===== src/rtl/arp_pkg.sv =====
// Shared definitions for the ARP transmit sequencing controller:
// FSM state type, ARP opcodes and default timing values.
package arp_pkg;

    typedef enum logic [2:0] {
        ST_IDLE,
        ST_ISSUE_RPL,
        ST_ISSUE_REQ,
        ST_WAIT_TX,
        ST_WAIT_RESP
    } arp_state_t;

    localparam logic [15:0] ARP_OP_REQUEST = 16'd1;
    localparam logic [15:0] ARP_OP_REPLY   = 16'd2;

    localparam logic [31:0] DEF_TIMEOUT_CYC = 32'd156_250_000;
    localparam logic [3:0]  DEF_MAX_RETRY   = 4'd3;
    localparam int unsigned DEF_CNT_W       = 32;

endpackage


===== src/rtl/arp_tx_ctrl_if.sv =====
// Requester, framer-trigger, framer-monitor and status signals of arp_tx_ctrl.
// master = the controller, slave = its environment.
interface arp_tx_ctrl_if;

    logic        i_reply_req;
    logic        i_lookup_req;
    logic [31:0] i_lookup_ip;
    logic        o_lookup_busy;
    logic        i_resolve_valid;
    logic [31:0] i_resolve_ip;
    logic [31:0] i_src_ip;
    logic        o_arp_reply;
    logic        o_arp_active;
    logic [31:0] o_arp_active_dst_ip;
    logic        i_tx_valid;
    logic        i_tx_last;
    logic        i_tx_ready;
    logic        o_resolved;
    logic        o_resolve_fail;
    logic [3:0]  o_retry_cnt;

    modport master (
        input  i_reply_req, i_lookup_req, i_lookup_ip, i_resolve_valid,
               i_resolve_ip, i_src_ip, i_tx_valid, i_tx_last, i_tx_ready,
        output o_lookup_busy, o_arp_reply, o_arp_active, o_arp_active_dst_ip,
               o_resolved, o_resolve_fail, o_retry_cnt
    );

    modport slave (
        output i_reply_req, i_lookup_req, i_lookup_ip, i_resolve_valid,
               i_resolve_ip, i_src_ip, i_tx_valid, i_tx_last, i_tx_ready,
        input  o_lookup_busy, o_arp_reply, o_arp_active, o_arp_active_dst_ip,
               o_resolved, o_resolve_fail, o_retry_cnt
    );

endinterface


===== src/rtl/arp_retry_timer.sv =====
// Reply timeout counter: start arms it from zero, clear disarms it; expiry is
// sticky so a timeout that lands during a reply detour is not lost.
module arp_retry_timer
    import arp_pkg::*;
#(
    parameter int unsigned P_CNT_W       = DEF_CNT_W,
    parameter logic [31:0] P_TIMEOUT_CYC = DEF_TIMEOUT_CYC
) (
    input  logic clk,
    input  logic rst_n,
    input  logic start,
    input  logic clear,
    output logic expired
);

    localparam logic [P_CNT_W-1:0] LAST = P_CNT_W'(P_TIMEOUT_CYC - 32'd1);

    logic [P_CNT_W-1:0] cnt;
    logic               run;
    logic               held;
    logic               hit;

    assign hit     = run && (cnt == LAST);
    assign expired = hit || held;

    always_ff @(posedge clk or negedge rst_n) begin
        if (!rst_n) begin
            cnt  <= '0;
            run  <= 1'b0;
            held <= 1'b0;
        end else if (clear) begin
            cnt  <= '0;
            run  <= 1'b0;
            held <= 1'b0;
        end else if (start) begin
            cnt  <= '0;
            run  <= 1'b1;
            held <= 1'b0;
        end else if (hit) begin
            run  <= 1'b0;
            held <= 1'b1;
        end else if (run) begin
            cnt  <= cnt + 1'b1;
        end
    end

endmodule


===== src/rtl/arp_tx_ctrl.sv =====
// ARP transmit sequencer: arbitrates replies and requests onto the framer
// trigger, runs request timeout/retry. Optional macro: ARP_GRATUITOUS_EN.
module arp_tx_ctrl
    import arp_pkg::*;
#(
    parameter logic [31:0] P_TIMEOUT_CYC = DEF_TIMEOUT_CYC,
    parameter logic [3:0]  P_MAX_RETRY   = DEF_MAX_RETRY,
    parameter int unsigned P_CNT_W       = DEF_CNT_W
) (
    input  logic          i_clk,
    input  logic          i_rst_n,
    arp_tx_ctrl_if.master bus
);

    arp_state_t  state, nxt;
    logic        reply_pend, req_pend, req_out, busy, req_frame;
    logic [3:0]  retry;
    logic [31:0] dst;
    logic        resolved_q, fail_q;
    logic        frame_done, tx_done, resolve_hit, lookup_acc;
    logic        do_retry, do_fail, tmr_start, tmr_clear, tmr_expired;
    logic        boot, grat;

`ifdef ARP_GRATUITOUS_EN
    logic boot_q, grat_q;

    always_ff @(posedge i_clk or negedge i_rst_n) begin
        if (!i_rst_n) begin
            boot_q <= 1'b1;
            grat_q <= 1'b0;
        end else begin
            boot_q <= 1'b0;
            if (boot_q)
                grat_q <= 1'b1;
            else if (tx_done)
                grat_q <= 1'b0;
        end
    end

    assign boot = boot_q;
    assign grat = boot_q || grat_q;
`else
    logic unused_src_ip;
    assign unused_src_ip = ^bus.i_src_ip;
    assign boot = 1'b0;
    assign grat = 1'b0;
`endif

    assign frame_done  = bus.i_tx_valid && bus.i_tx_ready && bus.i_tx_last;
    assign tx_done     = (state == ST_WAIT_TX) && frame_done;
    assign resolve_hit = bus.i_resolve_valid && (bus.i_resolve_ip == dst) && req_out;
    assign lookup_acc  = bus.i_lookup_req && !busy && !boot;
    assign tmr_clear   = resolve_hit || do_retry || do_fail;

    arp_retry_timer #(
        .P_CNT_W       (P_CNT_W),
        .P_TIMEOUT_CYC (P_TIMEOUT_CYC)
    ) u_timer (
        .clk     (i_clk),
        .rst_n   (i_rst_n),
        .start   (tmr_start),
        .clear   (tmr_clear),
        .expired (tmr_expired)
    );

    always_ff @(posedge i_clk or negedge i_rst_n) begin
        if (!i_rst_n)
            state <= ST_IDLE;
        else
            state <= nxt;
    end

    // After a frame, only wait for a response once the request has actually
    // been sent; a still-pending request goes back through IDLE to issue.
    always_comb begin
        nxt       = state;
        do_retry  = 1'b0;
        do_fail   = 1'b0;
        tmr_start = 1'b0;
        case (state)
            ST_IDLE: begin
                if (bus.i_tx_ready) begin
                    if (reply_pend && !grat)
                        nxt = ST_ISSUE_RPL;
                    else if (req_pend && !resolve_hit)
                        nxt = ST_ISSUE_REQ;
                end
            end
            ST_ISSUE_RPL: nxt = ST_WAIT_TX;
            ST_ISSUE_REQ: nxt = ST_WAIT_TX;
            ST_WAIT_TX: begin
                if (frame_done) begin
                    if (req_out && !req_pend && !resolve_hit) begin
                        nxt       = ST_WAIT_RESP;
                        tmr_start = req_frame;
                    end else begin
                        nxt = ST_IDLE;
                    end
                end
            end
            ST_WAIT_RESP: begin
                if (resolve_hit || !req_out) begin
                    nxt = ST_IDLE;
                end else if (reply_pend && bus.i_tx_ready) begin
                    nxt = ST_ISSUE_RPL;
                end else if (tmr_expired) begin
                    nxt = ST_IDLE;
                    if (retry < P_MAX_RETRY)
                        do_retry = 1'b1;
                    else
                        do_fail = 1'b1;
                end
            end
            default: nxt = ST_IDLE;
        endcase
    end

    always_ff @(posedge i_clk or negedge i_rst_n) begin
        if (!i_rst_n) begin
            reply_pend <= 1'b0;
            req_pend   <= 1'b0;
            req_out    <= 1'b0;
            busy       <= 1'b0;
            req_frame  <= 1'b0;
            retry      <= '0;
            dst        <= '0;
            resolved_q <= 1'b0;
            fail_q     <= 1'b0;
        end else begin
            reply_pend <= (reply_pend || bus.i_reply_req) && (state != ST_ISSUE_RPL);

            if (boot || lookup_acc)
                req_pend <= 1'b1;
            else if ((state == ST_ISSUE_REQ) || resolve_hit)
                req_pend <= 1'b0;
            else if (do_retry)
                req_pend <= 1'b1;

            if (lookup_acc)
                req_out <= 1'b1;
            else if (resolve_hit || do_fail)
                req_out <= 1'b0;

            if (boot || lookup_acc)
                busy <= 1'b1;
            else if (resolve_hit || do_fail || (grat && tx_done))
                busy <= 1'b0;

            if (state == ST_ISSUE_REQ)
                req_frame <= 1'b1;
            else if (state == ST_ISSUE_RPL)
                req_frame <= 1'b0;

            if (lookup_acc)
                retry <= '0;
            else if (do_retry)
                retry <= retry + 4'd1;

            if (boot)
                dst <= bus.i_src_ip;
            else if (lookup_acc)
                dst <= bus.i_lookup_ip;

            resolved_q <= resolve_hit;
            fail_q     <= do_fail;
        end
    end

    assign bus.o_lookup_busy       = busy;
    assign bus.o_arp_reply         = (state == ST_ISSUE_RPL);
    assign bus.o_arp_active        = (state == ST_ISSUE_REQ);
    assign bus.o_arp_active_dst_ip = dst;
    assign bus.o_resolved          = resolved_q;
    assign bus.o_resolve_fail      = fail_q;
    assign bus.o_retry_cnt         = retry;

endmodule


===== src/flat_wrapper.sv =====
// flat-port wrapper written by rule: the top's interface ports become plain ports
module arp_tx_ctrl_flat import arp_pkg::*;
#(
    parameter logic [31:0] P_TIMEOUT_CYC = DEF_TIMEOUT_CYC,
    parameter logic [3:0]  P_MAX_RETRY   = DEF_MAX_RETRY,
    parameter int unsigned P_CNT_W       = DEF_CNT_W
)
  (i_clk, i_rst_n, bus_i_reply_req, bus_i_lookup_req, bus_i_lookup_ip, bus_i_resolve_valid, bus_i_resolve_ip, bus_i_src_ip, bus_i_tx_valid, bus_i_tx_last, bus_i_tx_ready, bus_o_lookup_busy, bus_o_arp_reply, bus_o_arp_active, bus_o_arp_active_dst_ip, bus_o_resolved, bus_o_resolve_fail, bus_o_retry_cnt);
  arp_tx_ctrl_if bus_i ();
  input  logic i_clk;
  input  logic i_rst_n;
  input wire logic [$bits(bus_i.i_reply_req)-1:0] bus_i_reply_req;
  input wire logic [$bits(bus_i.i_lookup_req)-1:0] bus_i_lookup_req;
  input wire logic [$bits(bus_i.i_lookup_ip)-1:0] bus_i_lookup_ip;
  input wire logic [$bits(bus_i.i_resolve_valid)-1:0] bus_i_resolve_valid;
  input wire logic [$bits(bus_i.i_resolve_ip)-1:0] bus_i_resolve_ip;
  input wire logic [$bits(bus_i.i_src_ip)-1:0] bus_i_src_ip;
  input wire logic [$bits(bus_i.i_tx_valid)-1:0] bus_i_tx_valid;
  input wire logic [$bits(bus_i.i_tx_last)-1:0] bus_i_tx_last;
  input wire logic [$bits(bus_i.i_tx_ready)-1:0] bus_i_tx_ready;
  output wire logic [$bits(bus_i.o_lookup_busy)-1:0] bus_o_lookup_busy;
  output wire logic [$bits(bus_i.o_arp_reply)-1:0] bus_o_arp_reply;
  output wire logic [$bits(bus_i.o_arp_active)-1:0] bus_o_arp_active;
  output wire logic [$bits(bus_i.o_arp_active_dst_ip)-1:0] bus_o_arp_active_dst_ip;
  output wire logic [$bits(bus_i.o_resolved)-1:0] bus_o_resolved;
  output wire logic [$bits(bus_i.o_resolve_fail)-1:0] bus_o_resolve_fail;
  output wire logic [$bits(bus_i.o_retry_cnt)-1:0] bus_o_retry_cnt;
  assign bus_i.i_reply_req = bus_i_reply_req;
  assign bus_i.i_lookup_req = bus_i_lookup_req;
  assign bus_i.i_lookup_ip = bus_i_lookup_ip;
  assign bus_i.i_resolve_valid = bus_i_resolve_valid;
  assign bus_i.i_resolve_ip = bus_i_resolve_ip;
  assign bus_i.i_src_ip = bus_i_src_ip;
  assign bus_i.i_tx_valid = bus_i_tx_valid;
  assign bus_i.i_tx_last = bus_i_tx_last;
  assign bus_i.i_tx_ready = bus_i_tx_ready;
  assign bus_o_lookup_busy = bus_i.o_lookup_busy;
  assign bus_o_arp_reply = bus_i.o_arp_reply;
  assign bus_o_arp_active = bus_i.o_arp_active;
  assign bus_o_arp_active_dst_ip = bus_i.o_arp_active_dst_ip;
  assign bus_o_resolved = bus_i.o_resolved;
  assign bus_o_resolve_fail = bus_i.o_resolve_fail;
  assign bus_o_retry_cnt = bus_i.o_retry_cnt;
  arp_tx_ctrl #(.P_TIMEOUT_CYC(P_TIMEOUT_CYC), .P_MAX_RETRY(P_MAX_RETRY), .P_CNT_W(P_CNT_W)) u_core (.i_clk(i_clk), .i_rst_n(i_rst_n), .bus(bus_i));
endmodule

===== config.mk =====
export PLATFORM = sky130hd
export DESIGN_NAME = arp_tx_ctrl_flat
export DESIGN_NICKNAME = d
export VERILOG_FILES = /design/src/rtl/arp_pkg.sv /design/src/rtl/arp_tx_ctrl_if.sv /design/src/rtl/arp_retry_timer.sv /design/src/rtl/arp_tx_ctrl.sv /design/src/flat_wrapper.sv
export SDC_FILE = /design/constraint.sdc
export NUM_CORES = 1
export LEC_CHECK = 0
export BUFFER_PORTS_ARGS = -buffer_cell sky130_fd_sc_hd__clkbuf_2
export CAP_MARGIN = 25
export CORE_MARGIN = 10
export CORE_UTILIZATION = 35
export DETAILED_ROUTE_END_ITERATION = 10
export MAX_ROUTING_LAYER = met4
export SETUP_SLACK_MARGIN = 0.05
export SYNTH_ARGS = -nofsm -noshare
export SYNTH_HDL_FRONTEND = slang
export SYNTH_SLANG_ARGS = --single-unit

===== constraint.sdc =====
create_clock -name i_clk -period 4.6 [get_ports i_clk]
set_clock_uncertainty 0.05 [all_clocks]
set_input_delay 0.92 -clock i_clk [delete_from_list [all_inputs] [get_ports i_clk]]
set_output_delay 0.92 -clock i_clk [all_outputs]
set_load 0.02 [all_outputs]

# [After elaboration in Yosys (flattened, before gate mapping)]
# Cells that the tools add are included.
[totals] word_cells=99 in_bits=104 output_inout_bits=41 ff_bits=79
[classes] magnitude_cmp=1 eq_ne=12 add_sub_neg=2 reduce_logical=31 muxes=41
[op_table] operator="32-bit two-way mux" n=4
[op_table] operator="32-bit by 1-bit adder with 32-bit output, second input constant" n=1
[op_table] operator="32-bit by 28-bit equality test with 1-bit output, second input constant" n=1
[op_table] operator="32-bit equality test" n=1
[op_table] operator="1-bit two-way mux" n=26
[op_table] operator="3-bit two-way mux" n=8
[op_table] operator="3-bit case mux with 4 select lines" n=1
[op_table] operator="1-bit logical AND" n=11
[op_table] operator="3-bit by 1-bit != test with 1-bit output, second input constant" n=3
[op_table] operator="3-bit nonzero test" n=3
[op_table] operator="4-bit two-way mux" n=2
[op_table] operator="1-bit logical OR" n=7
[op_table] operator="3-bit by 2-bit equality test with 1-bit output, second input constant" n=2
[op_table] operator="2-bit nonzero test" n=3
[op_table] operator="4-bit by 1-bit adder with 4-bit output, second input constant" n=1
[op_table] operator="4-bit by 2-bit < comparator with 1-bit output, second input constant" n=1
[op_table] operator="4-bit by 1-bit != test with 1-bit output, second input constant" n=1
[op_table] operator="4-bit AND reduction" n=1
[op_table] operator="3-bit by 1-bit equality test with 1-bit output, second input constant" n=1
[op_table] operator="3-bit equality test, second input constant" n=1
[op_table] operator="1-bit zero test" n=3
[op_table] operator="3-bit zero test" n=1
[op_table] operator="2-bit by 1-bit != test with 1-bit output, second input constant" n=1
[op_table] operator="2-bit != test, second input constant" n=1
[op_table] operator="2 further kinds" n=2

# [Longest topological paths before layout]
[depth] depth_word=11 ltp_mapped=8 depth_no_buf=7

# [Hierarchy]
# A second synthesis with hierarchy kept.
[unflattened] hier_cells=382 area_unflattened_um2=4022.6
[modules_own_cells] mod="arp_tx_ctrl" area_each_um2=2207.1 instances=1 cells_per_inst=185
[modules_own_cells] mod="arp_retry_timer" area_each_um2=1815.5 instances=1 cells_per_inst=197

# [Least setup slack after synthesis]
# No wires, ideal clock.
[synth_path] path_kind="input to register" start="in bus_i_resolve_ip[25]" end="reg u_core.u_timer.cnt[0]" setup_time_ns=0.121 stages=7 setup_slack_ns=1.809 n_path_buf=1 t_required_ns=4.429 arrival_ns=2.620 cell_sequence="xor2_1 -> nor4_1 -> nand4_1 -> or4_1 -> a31oi_1 -> buf_2 -> nor2_1"
[synth_between] elab_chain_cells=10 elab_cells_between_ends=20
[synth_lines] element="start, declared" line="flat_wrapper.sv:16" rtl="input wire logic [$bits(bus_i.i_resolve_ip)-1:0] bus_i_resolve_ip;"
[synth_lines] element="32-bit equality test *" line="arp_tx_ctrl.sv:51" rtl="assign resolve_hit = bus.i_resolve_valid && (bus.i_resolve_ip == dst) && req_out;"
[synth_lines] element="1-bit logical AND * (2 in series)" line="arp_tx_ctrl.sv:51"
[synth_lines] element="1-bit zero test or 1-bit logical OR (tied branches)" line="arp_tx_ctrl.sv:93, arp_tx_ctrl.sv:102"
[synth_lines] element="1-bit logical AND or 1-bit two-way mux (tied branches)" line="arp_tx_ctrl.sv:93, arp_tx_ctrl.sv:102"
[synth_lines] element="1-bit two-way mux (on tied branches)" line="arp_tx_ctrl.sv:93, arp_tx_ctrl.sv:80"
[synth_lines] element="1-bit two-way mux or 1-bit logical OR (tied branches)" line="arp_tx_ctrl.sv:92, arp_tx_ctrl.sv:53"
[synth_lines] element="1-bit two-way mux or 1-bit logical OR (tied branches)" line="arp_tx_ctrl.sv:80, arp_tx_ctrl.sv:53"
[synth_lines] element="3-bit by 1-bit != test with 1-bit output (no line), or another cell as far along"
[synth_lines] element="2-bit AND reduction (no line) or 32-bit two-way mux (tied branches)"
[synth_lines] element="end signal, assigned" line="arp_retry_timer.sv:43" rtl="cnt <= cnt + 1'b1;"
[synth_lines] element="end, declared" line="arp_retry_timer.sv:18" rtl="logic [P_CNT_W-1:0] cnt;"
# Every way passes the cells marked *; elsewhere a longest branch is shown, timed or not.
# A chain may end at the register's enable or synchronous reset.

# [Final worst setup path]
[layout_path] start="in bus_i_resolve_ip[21]" end="reg u_core.u_timer.cnt[4]"
# Same word-level chain as after synthesis.

==> reports/metrics.yaml <==
global_routing:
  busiest_layer: "met2"
  met1_usage_pct: 16.97
  met2_usage_pct: 19.74
  grt_max_degree: 80
  grt_pass1_vias: 3617
  antenna_found_initial: 0
  grt_pass1_wl_um: 17640
  use_met3_pct: 5.376
  grt-ovfl-total: 0
  grt_use_total_pct: 13.52
cts:
  cts-resized-gates: 0
  h-tree-depth: 3
  clock_latency_ns: 0.34
  numCtsBuffers: 9
  clk_root_buffer_cell: "clkbuf_16"
  cts_tree: "done"
  clkTransAtPathRegs_ns: 0.06
  cts_hold_buf: 0
  cts.path.max_buffers: 2
  cts.sinks: 79
  cts_setup_buffers: 0
timing:
  hold_viol: 0
  slew_violations: 0
  setup-violations-final: 0
  worst_pin_slew_ns: 0.8690
  rsz0062_at_grt: "false"
  finalCritPeriodShare_pct: 67.29
  fin_ws_ns: 1.505
  post-route-min-period_ns: 3.095
  fin_setup_tns_ns: 0
  max_freq_ghz: 0.3231
  maxSlewHeadroom_pct: 41.31
pwr:
  power.leakage_nw: 2.510
  p_per_area_nw_per_um2: 477.9
  irDropWorstVdd_uv: 275.3
synth:
  avgSynthCellArea_um2: 9.078
  synth_edf_count: 0
  netlist_top_cells_area: "dfrtp_1, nand2_1, xnor2_1, xor2_1, nor2_1"
  ys_seq_area_share_pct: 49.16
  yosys.cell_count.top_type: "nand2_1"
  synth_area_um2: 4021
  syn_nets: 549
  syn_inst: 443
  synth_area_leader_cell: "dfrtp_1"
  synthArstFlopShare_pct: 100.0
  synth.distinct_cells: 41
  synthTopCellsByCount: "nand2_1, dfrtp_1, nor2_1"
  synth_top_area_share_pct: 49.16
  synth_flop_cell: "dfrtp_1"
  yosys_warnings: 0
  ys_seq_elements: 79
detailed_routing:
  avgRoutedWirePerCell_um: 14.97
  firstDrtPassIters: 4
  via_per_inst: 4.918
  ant_nets: 0
  vias: 3472
  drc_errors: 0
  wirelength_um: 10570
  first_iter_violations: 138
place:
  port_buffers: 112
  place_ws_ns: 1.055
  routabilityCongestion: 0.8050
  placedInstanceArea_um2: 4766
  place_hpwl_um: 7780
  dp.cells: 689
cells_and_area:
  area_growth_pct: 27.26
  final_cells: 706
  nNetsFinal: 664
  drive_gt1_share_pct: 25.22
  diodes: 0
  final_design_area_no_fill_um2: 5117
  finalCoreUtilization_pct: 45.20
worst_setup_path:
  r2r_cells: 7
  worst_r2r_endpoint: "u_core.u_timer.cnt[4]"
  worstPathArrival_ns: 3.25
  startpoint_type: "input pin"
  path_delay_family: "simple AND/OR/NAND/NOR gates"
  critPathKind: "in -> reg"
  r2r-start: "u_core.bus.o_arp_active_dst_ip[21]"
  cp_max_fo: 32
  path_cells: "clkbuf_2, xor2_1, nor4_1, nand4_1, or4_1, a31oi_2, buf_4, nor2_1"
  cp.depth: 8
  cp_slowest_cell: "or4_1"
  reg2reg_slack_ns: 1.74
  required_ns: 4.75
  cp_num_buf_inv: 2
  endpoint_kind: "flip-flop"
  crit_start: "bus_i_resolve_ip[21]"
  cp_slowest_stage_delay_ns: 0.69
flow_run:
  maxCapViolations: 0
die:
  io_pins: 145
  die_h_um: 127.2
  num_rows: 39
  core_um2: 11320
  die_x_um: 127.2
  die_area_um2: 16180
  initial_core_util_pct: 35.52
hold_path:
  hold_class: "in -> async"
outcome:
  outcome: "complete, no violations"
==> logic make-up after synthesis <==
kind of cell | count (synthesis) | synth area share [%]
buffers and inverters | 26 | 2.707
adders and majority gates | 2 | 0.6222
muxes | 4 | 1.027
AOI/OAI and AO/OA | 21 | 3.578
DFF | 79 | 49.16
xor gates and xnor gates | 62 | 13.50
and+or+nand+nor | 249 | 29.40
==> cell usage in the layout, fill, tap and decap left out, types with 9 or more instances in the layout <==
master,Yosys,routed
nor4_1,19,19
clkbuf_2,0,111
nand2_1,113,113
xnor2_1,34,34
xor2_1,28,28
inv_1,12,12
clkbuf_16,0,9
nor2_1,48,48
nor3_1,17,17
dfrtp_1,79,79
nand3_1,12,12
==> sequential cells by signal, indices dropped and copies added, names as in the netlist, 3 cells and up <==
name,cells
u_core.bus.o_arp_active_dst_ip,32
u_core.state,3
u_core.u_timer.cnt,32
u_core.bus.o_retry_cnt,4
==> power breakdown <==
group / internal, mW / switching, mW
logic: 0.267 / 0.397
registers: 0.841 / 0.173
clock network: 0.490 / 0.278
==> how the worst max path moves through the flow <==
stage                                        to  slack (ns)
after global routing      u_core.u_timer.cnt[5]        1.34
after detailed placement        u_core.req_pend        1.05
after floorplan           u_core.u_timer.cnt[0]        1.81
after global placement          u_core.req_pend        1.06
final                     u_core.u_timer.cnt[4]        1.50
after CTS                       u_core.req_pend        1.41
==> per-layer routing <==
metal	vias to the layer above	share of wire, %
met5	-	0
met4	0	0.96
met1	1634	47
met3	10	7.5
met2	122	44
li1	1706	-
==> per-stage QoR <==
stage | power [mW] | hold slack (ns)
after floorplan | 1.416 | 0.4512
after global placement | 1.667 | 0.4458
after detailed placement | 1.691 | 0.4606
after CTS | 2.474 | 0.4733
after global routing | 2.594 | 0.3428
final | 2.446 | 0.3524
==> final cells by class <==
cell class / count / area (um^2)
Inverter: 12 / 45.04
Tap cell: 143 / 178.9
Multi-Input combinational cell: 338 / 1944
Sequential cell: 79 / 1977
Clock buffer: 11 / 242.7
Timing Repair Buffer: 118 / 648.1
Clock inverter: 5 / 81.33
Fill cell: 1122 / 6203
(Power assumes the default switching activity.)
